**config.mk**
```make
export PLATFORM = sky130hd
export DESIGN_NAME = set_seq_driver
export DESIGN_NICKNAME = d
export VERILOG_FILES = /design/src/rtl/set_seq_driver.sv
export SDC_FILE = /design/constraint.sdc
export NUM_CORES = 1
export LEC_CHECK = 0
export CAP_MARGIN = 20
export CORE_MARGIN = 1
export CORE_UTILIZATION = 40
export CTS_CLUSTER_SIZE = 30
export DETAILED_ROUTE_END_ITERATION = 8
export PLACE_DENSITY_LB_ADDON = 0.3
export SLEW_MARGIN = 20
export SYNTH_ARGS = -nofsm -noshare
export SYNTH_HDL_FRONTEND = slang
export SYNTH_SLANG_ARGS = --single-unit
```
**constraint.sdc**
```tcl
create_clock -name clk -period 4.63 [get_ports clk]
set_input_delay 1.389 -clock clk [delete_from_list [all_inputs] [get_ports clk]]
set_output_delay 1.389 -clock clk [all_outputs]
set_load 0.01 [all_outputs]
```
**src/rtl/set_seq_driver.sv**
```systemverilog
`timescale 1ns/1ps
`default_nettype none
// ============================================================================
// Module      : set_seq_driver
// Description : ROM-driven job sequencer and result checker for the SET
//               candidate-count engine (built-in self-test).
// Revision    : 1.0 - initial release
// ============================================================================
module set_seq_driver #(
  parameter int N_PAT   = 64,
  parameter int AW      = 6,
  parameter int MAX_ERR = 10,
  parameter int TIMEOUT = 1024
) (
  input  logic          clk,
  input  logic          rst,
  input  logic          start,
  output logic [AW-1:0] pat_addr,
  input  logic [7:0]    pat_central,
  input  logic [3:0]    pat_radius,
  input  logic [7:0]    pat_expected,
  output logic          en,
  output logic [7:0]    central,
  output logic [3:0]    radius,
  input  logic          busy,
  input  logic          valid,
  input  logic [7:0]    candidate,
  output logic          running,
  output logic          done,
  output logic          timeout,
  output logic [6:0]    err_cnt,
  output logic [AW-1:0] pat_idx
);

  typedef enum logic [2:0] {
    S_IDLE      = 3'd0,
    S_FETCH     = 3'd1,
    S_LOAD      = 3'd2,
    S_WAIT_IDLE = 3'd3,
    S_ISSUE     = 3'd4,
    S_WAIT_RSP  = 3'd5,
    S_CHECK     = 3'd6,
    S_DONE      = 3'd7
  } state_t;

  localparam logic [AW-1:0] c_LAST    = AW'(N_PAT - 1);
  localparam logic [6:0]    c_MAX_ERR = 7'(MAX_ERR);
  // The counter holds the count before this cycle's increment, so the
  // expiry cycle is the one whose increment would reach TIMEOUT-1.
  localparam logic [15:0]   c_WD_LAST = 16'(TIMEOUT - 2);

  state_t      r_state;
  logic [7:0]  r_lat_c;
  logic [3:0]  r_lat_r;
  logic [7:0]  r_lat_e;
  logic [7:0]  r_cand;
  logic [15:0] r_wd;
  logic [6:0]  w_err_next;

  assign w_err_next = err_cnt + {6'd0, (r_cand != r_lat_e)};

  always_ff @(posedge clk or negedge rst) begin
    if (!rst) begin
      r_state  <= S_IDLE;
      r_lat_c  <= '0;
      r_lat_r  <= '0;
      r_lat_e  <= '0;
      r_cand   <= '0;
      r_wd     <= '0;
      pat_addr <= '0;
      en       <= 1'b0;
      central  <= '0;
      radius   <= '0;
      running  <= 1'b0;
      done     <= 1'b0;
      timeout  <= 1'b0;
      err_cnt  <= '0;
      pat_idx  <= '0;
    end else begin
      en <= 1'b0;
      case (r_state)
        S_IDLE, S_DONE: begin
          if (start) begin
            r_state  <= S_FETCH;
            pat_addr <= '0;
            pat_idx  <= '0;
            err_cnt  <= '0;
            timeout  <= 1'b0;
            running  <= 1'b1;
            done     <= 1'b0;
          end
        end
        S_FETCH: r_state <= S_LOAD;
        S_LOAD: begin
          r_lat_c <= pat_central;
          r_lat_r <= pat_radius;
          r_lat_e <= pat_expected;
          r_state <= S_WAIT_IDLE;
        end
        S_WAIT_IDLE: begin
          if (!busy) begin
            en      <= 1'b1;
            central <= r_lat_c;
            radius  <= r_lat_r;
            r_state <= S_ISSUE;
          end
        end
        S_ISSUE: begin
          r_wd    <= '0;
          r_state <= S_WAIT_RSP;
        end
        S_WAIT_RSP: begin
          if (valid) begin
            r_cand  <= candidate;
            r_state <= S_CHECK;
          end else if (r_wd == c_WD_LAST) begin
            timeout <= 1'b1;
            running <= 1'b0;
            done    <= 1'b1;
            r_state <= S_DONE;
          end else begin
            r_wd <= r_wd + 16'd1;
          end
        end
        S_CHECK: begin
          err_cnt <= w_err_next;
          if (w_err_next == c_MAX_ERR || pat_idx == c_LAST) begin
            running <= 1'b0;
            done    <= 1'b1;
            r_state <= S_DONE;
          end else begin
            pat_idx  <= pat_idx + 1'b1;
            pat_addr <= pat_addr + 1'b1;
            r_state  <= S_FETCH;
          end
        end
        default: r_state <= S_IDLE;
      endcase
    end
  end

endmodule
`default_nettype wire

```
======== After elaboration in Yosys (flattened, before gate mapping) ========
Index checks and enable logic that the tools add are counted.
operators by class
  add/sub/neg operators ................... 4
  equal/unequal tests ..................... 19
  multiplexer cells ....................... 29
  bitwise logic cells ..................... 1
  reductions and logical operators ........ 15
operators with widths
  cell                                                                      count
  16-bit 2-to-1 mux                                                         2
  16-bit one-hot mux with 2 select lines                                    1
  6-bit one-hot mux with 2 select lines                                     2
  3-bit one-hot mux with 7 select lines                                     1
  6-bit 2-to-1 mux                                                          3
  16-bit by 1-bit adder with 16-bit output (second input constant)          1
  16-bit by 10-bit equality test with 1-bit output (second input constant)  1
  3-bit 2-to-1 mux                                                          5
  2-bit != test (second input constant)                                     7
  7-bit one-hot mux with 2 select lines                                     1
  6-bit by 1-bit adder with 6-bit output (second input constant)            2
  3-bit equality test (second input constant)                               4
  1-bit 2-to-1 mux                                                          10
  3-bit AND reduction                                                       3
  8-bit != test                                                             1
  7-bit by 1-bit adder with 7-bit output                                    1
  7-bit by 4-bit equality test with 1-bit output (second input constant)    1
  7-bit 2-to-1 mux                                                          1
  3-bit by 2-bit equality test with 1-bit output (second input constant)    2
  6-bit equality test (second input constant)                               1
  1-bit one-hot mux with 3 select lines                                     2
  2-bit AND reduction                                                       3
  2-bit nonzero test                                                        3
  5-bit AND reduction                                                       1
  other kinds (9)                                                           9
storage, ports and cells
  bits in registers ....................... 82
  bits of input ports ..................... 33
  output and inout port bits .............. 35
  word-level logic and storage cells ...... 83

======== Depth between registers and ports, before layout ========
  word-level depth ........................ 6
  gate-level depth with buffers ........... 11
  mapped depth without buffers ............ 10

======== Worst setup path before layout ========
No wires, ideal clock.
  path kind ............................... input to register
  start ................................... input port valid
  end ..................................... register r_wd[11]
  library setup time ...................... 78 ps
  arrival time ............................ 2555 ps
  required time ........................... 4552 ps
  setup slack ............................. 1997 ps
  cell stages on the path ................. 6
  cell sequence ........................... and4bb_1 buf_2 and4_1 o21ai_1 or3_1 a21oi_1
between the ends
  longest elaborated chain between the ends .. 2
RTL lines
  element                        line  RTL
  start, declared                26    input logic valid,
  2-bit != test (no line)        -
  3-bit AND reduction (no line)  -
  end signal, assigned           122   r_wd <= r_wd + 16'd1;
  end, declared                  57    logic [15:0] r_wd;
No other way between the ends.
A chain may end at the register's enable or synchronous reset.

======== Worst setup path after layout ========
Same ends and word-level chain as after synthesis.

==> results.md <==
Floorplan:
- The initial standard-cell utilization of the core is a little over two fifths.
- The die is 101 um tall.
- The chip width is 101 um.
- The total area inside the core boundary comes to 9330 um2.
- For this design the top-level I/O count stands at 68.
- The area of the die is 10100 um2.
- The placement row count is 35.

Clock tree:
- The clock sink count is 82.
- The clock tree buffer depth is 2.
- Clock latency on the worst-skew pair, taken at its later pin, is 0.36 ns.
- Once the clock tree was built, the resizer swapped 0 gates to a different size.
- TritonCTS built the clock tree.
- CTS placed an instance of sky130_fd_sc_hd__clkbuf_8 at the clock tree root.
- The clock transition time at the flip-flop clock pins of the worst setup and hold paths is 0.09 ns.
- In this run the post-CTS setup repair buffer count came out at 0.
- Buffers inserted to repair hold after CTS numbered 0.
- The number of buffers created by CTS is 9.
- The level count of the clock H-tree is 3.

Global route:
- The final global-route overflow total is 0.
- The pin count of the biggest net entering global routing is a little over 80.
- Across every metal layer, demand over resource in global routing totals between 10% and 20%.
- The via count of the first global-routing pass is between 2000 and 3000.
- The wire length of the first global-routing pass is 13300 um.
- The initial antenna violation count is 0.

Yosys:
- The net count of the mapped netlist is 390.
- The most frequent cell after synthesis is sky130_fd_sc_hd__dfrtp_1.
- The fraction of the yosys area taken by sequential cells is 52.8%.
- The multiplexer fraction of the synthesized cell area is 12.4%.
- The area share of xor/xnor cells in the synthesized design is just under 5%.
- The async set-or-reset flop fraction in the synthesized netlist is 100%.
- Yosys attributes the largest share of cell area to sky130_fd_sc_hd__dfrtp_1 53%, sky130_fd_sc_hd__mux2_2 8.4%, sky130_fd_sc_hd__xor2_1 4.1%.
- The unique cell type count in the Yosys netlist is between 40 and 50.
- The dominant combinational cell family by area after synthesis is simple AND/OR/NAND/NOR gates.
- The simple-gate share of the synthesized area is 17.7%.
- After synthesis the netlist holds a flip-flop and latch count of 82.
- After technology mapping, the gate count stands at 351.
- The number of enable-type register cells in the synthesized netlist is 0.
- The fraction of synthesized cell area taken by the top area cell type is 52.8%.
- The post-synthesis cell type with the largest combined area is sky130_fd_sc_hd__dfrtp_1.
- The fraction of the mapped netlist area in adder cells is 1.93%.
- The average instance area after synthesis is around 11 um2.
- For this run, the number of Yosys warnings is 0.
- Among all flip-flop cells after synthesis, the most frequent one is sky130_fd_sc_hd__dfrtp_1.
- The fraction of the mapped netlist area in compound gates is just over 8%.
- Counting instances in the post-synthesis netlist gives the leading cell types as 82 x sky130_fd_sc_hd__dfrtp_1, 30 x sky130_fd_sc_hd__nand2_1, 29 x sky130_fd_sc_hd__mux2_2, 23 x sky130_fd_sc_hd__nand3_1, 22 x sky130_fd_sc_hd__nor2_1.
- The cell area that synthesis handed to floorplanning was just under 4000 um2.

Power and ir drop:
- The worst supply voltage drop on vdd is 0.000311 V.
- The cell area power density is about 550 nW/um2.
- The leakage power of the design is approximately 2.1 nW.

Layout:
- The post-route cell area is 4930 um2.
- Leaving out filler cells and counting taps, the final layout contains 552.
- From synthesis to final layout, the design area changed by 26.9%.
- In the final design database the tool counted around 460 nets.
- The ratio of cells with drive above 1 in the final layout is 12.3%.
- The number of antenna diodes is 0.
- At the end of the flow the core is filled with cells to ~53%.

Drt:
- The routed design has 7890 um of wire.
- The post-route antenna net violation count is 0.
- The total iterations of the first detailed-routing run is 4.
- After detailed routing, the average wire length per cell comes to 14.3 um.
- Across all layers, the routed design uses 2896 vias.
- The post-detailed-route DRC marker count is 0.
- The post-detailed-route via-to-cell ratio is approximately 5.2.
- The initial detailed-routing violation count is 204.

STA:
- The post-route setup TNS is 0 ns.
- Between clock sinks in the finished design, the worst skew comes to 0.00888 ns.
- Setup repair after global routing left no endpoint under its margin.
- Across all setup checks in the final design, the least slack found is 1.73 ns.
- The max-slew violation total from the final report is 0.
- Headroom to the max-slew limit came out at 51.8%.
- The period utilization is 62.7%.
- The transition time at the pin with the least slew margin is 0.723 ns.
- The number of failing hold endpoints at the final stage was 0.
- Setup violations remaining at the end of the flow were counted as 0.
- The clock period minus worst slack is 2.90 ns.
- Derived from the worst setup path, the maximum achievable clock frequency is 344 MHz.

Worst hold path:
- The path class of the tightest hold or removal check is flop to flop.

Place:
- The quantity of I/O buffers inserted on ports is 67.
- The post-placement setup slack is between 1 and 1.5 ns.
- The half-perimeter wire length after detailed placement is 5420 um.
- The number of placed instances, taps included, is 536.
- After detailed placement, the total cell area comes to 4680 um2.
- At the end of routability-driven placement, the weighted congestion stood at 0.811.

Setup path:
- Of all nets on the critical path, the largest fanout is 8.
- The endpoint required time on the critical path is 4.91 ns.
- STA classifies the critical path startpoint as an input port.
- The family of cells with the greatest summed delay on the critical path is simple AND/OR/NAND/NOR gates.
- The critical path is of the input port to flop type.
- Data on the critical path arrives at its endpoint at 3.19 ns.
- The critical path goes through clkdlybuf4s50_1, and4bb_1, and4_1, o21ai_1, or3_1, a21oi_1.
- On the critical path, the stage with the largest delay is an instance of sky130_fd_sc_hd__clkdlybuf4s50_1.
- Together, buffers and inverters on the worst path number 1.
- The capturing element type of the critical path is a flop.
- In this design, the stage delay of the slowest critical-path cell is 0.46 ns.

Status:
- The flow ran to the end, and the final reports show no timing, DRC or antenna violations.

Run:
- The max capacitance violation total is 0.
-- layout by cell type (no fill, tap or decap), types with 3 or more instances in the layout --
cell type / n
sky130_fd_sc_hd__nor4_1: 4
sky130_fd_sc_hd__and4_1: 3
sky130_fd_sc_hd__o31ai_1: 7
sky130_fd_sc_hd__clkdlybuf4s50_1: 66
sky130_fd_sc_hd__nand2_1: 30
sky130_fd_sc_hd__o21a_1: 3
sky130_fd_sc_hd__nor3_1: 3
sky130_fd_sc_hd__mux2_2: 29
sky130_fd_sc_hd__clkbuf_8: 9
sky130_fd_sc_hd__mux2i_1: 3
sky130_fd_sc_hd__or3_1: 3
sky130_fd_sc_hd__xnor2_1: 4
sky130_fd_sc_hd__ha_1: 6
sky130_fd_sc_hd__mux2_1: 11
sky130_fd_sc_hd__xor2_1: 18
sky130_fd_sc_hd__o21ai_0: 14
sky130_fd_sc_hd__o21ai_1: 6
sky130_fd_sc_hd__inv_1: 4
sky130_fd_sc_hd__nand3_1: 23
sky130_fd_sc_hd__buf_4: 3
sky130_fd_sc_hd__and3_1: 10
sky130_fd_sc_hd__a21oi_1: 7
sky130_fd_sc_hd__dfrtp_1: 82
sky130_fd_sc_hd__and2_1: 4
sky130_fd_sc_hd__or4_1: 4
sky130_fd_sc_hd__bufinv_16: 3
sky130_fd_sc_hd__nor2_1: 22
sky130_fd_sc_hd__nand4_1: 10
-- report_power, final --
group          total, mW  leakage [nW]  internal [mW]  switching (mW)
Sequential          1.18          1.05          0.963           0.218
Clock              0.641         0.122          0.364           0.277
Combinational      0.881         0.952          0.508           0.373
-- state kept, by name, indices dropped and copies added (netlist names), 3 cells and up --
register and flops:
pat_addr 6, pat_idx 6, r_wd 16, r_state 3
r_lat_e 8, r_lat_r 4, r_lat_c 8, err_cnt 7
central 8, r_cand 8, radius 4
-- metrics by stage --
stage	power [mW]	hold slack, ns
after floorplan	1.70	0.452
after global placement	2.04	0.463
after detailed placement	2.08	0.475
after CTS	2.73	0.496
after global routing	2.88	0.515
final	2.70	0.492
-- layer usage --
metal | vias up | track usage (%) | wire length [um]
li1 | 1405 | - | -
met3 | 6 | 4.37 | 366
met4 | 0 | 5.46 | 76
met2 | 79 | 26.6 | 3690
met1 | 1406 | 22.9 | 3760
met5 | - | 0 | 0
-- layout make-up --
class,instances,area (um2)
clock inverters,7,126
flip-flops and latches,82,2050
clock buffers,9,124
fillers,830,4400
inverters,4,15.0
repair buffers,70,694
well taps,129,161
multi-input cells,251,1760
-- path summary, 6_finish.rpt --
check | end | start | cells after the start | slack, ns
setup / recovery | r_wd[11] | valid | 6 | 1.73
hold / removal | r_lat_c[2] | r_lat_c[2] | 1 | 0.49
setup reg to reg | done | r_lat_e[7] | 9 | 1.74
hold reg to reg | r_lat_c[2] | r_lat_c[2] | 1 | 0.49
max in group asynchronous | r_wd[4] | rst | 1 | 3.07
min in group asynchronous | pat_addr[2] | rst | 1 | 1.06
-- cells by family (layout without fill, tap and decap cells) --
| family | after synthesis | after routing |
|---|---|---|
| AO/OA/AOI/OAI | 50 | 50 |
| XOR/XNOR | 22 | 22 |
| adder cells (fa/ha/maj) | 6 | 6 |
| buffers and inverters | 18 | 90 |
| flip-flops | 82 | 82 |
| multiplexers | 43 | 43 |
| AND/OR/NAND/NOR | 130 | 130 |
Note: power is estimated with default switching activity, not from simulation.
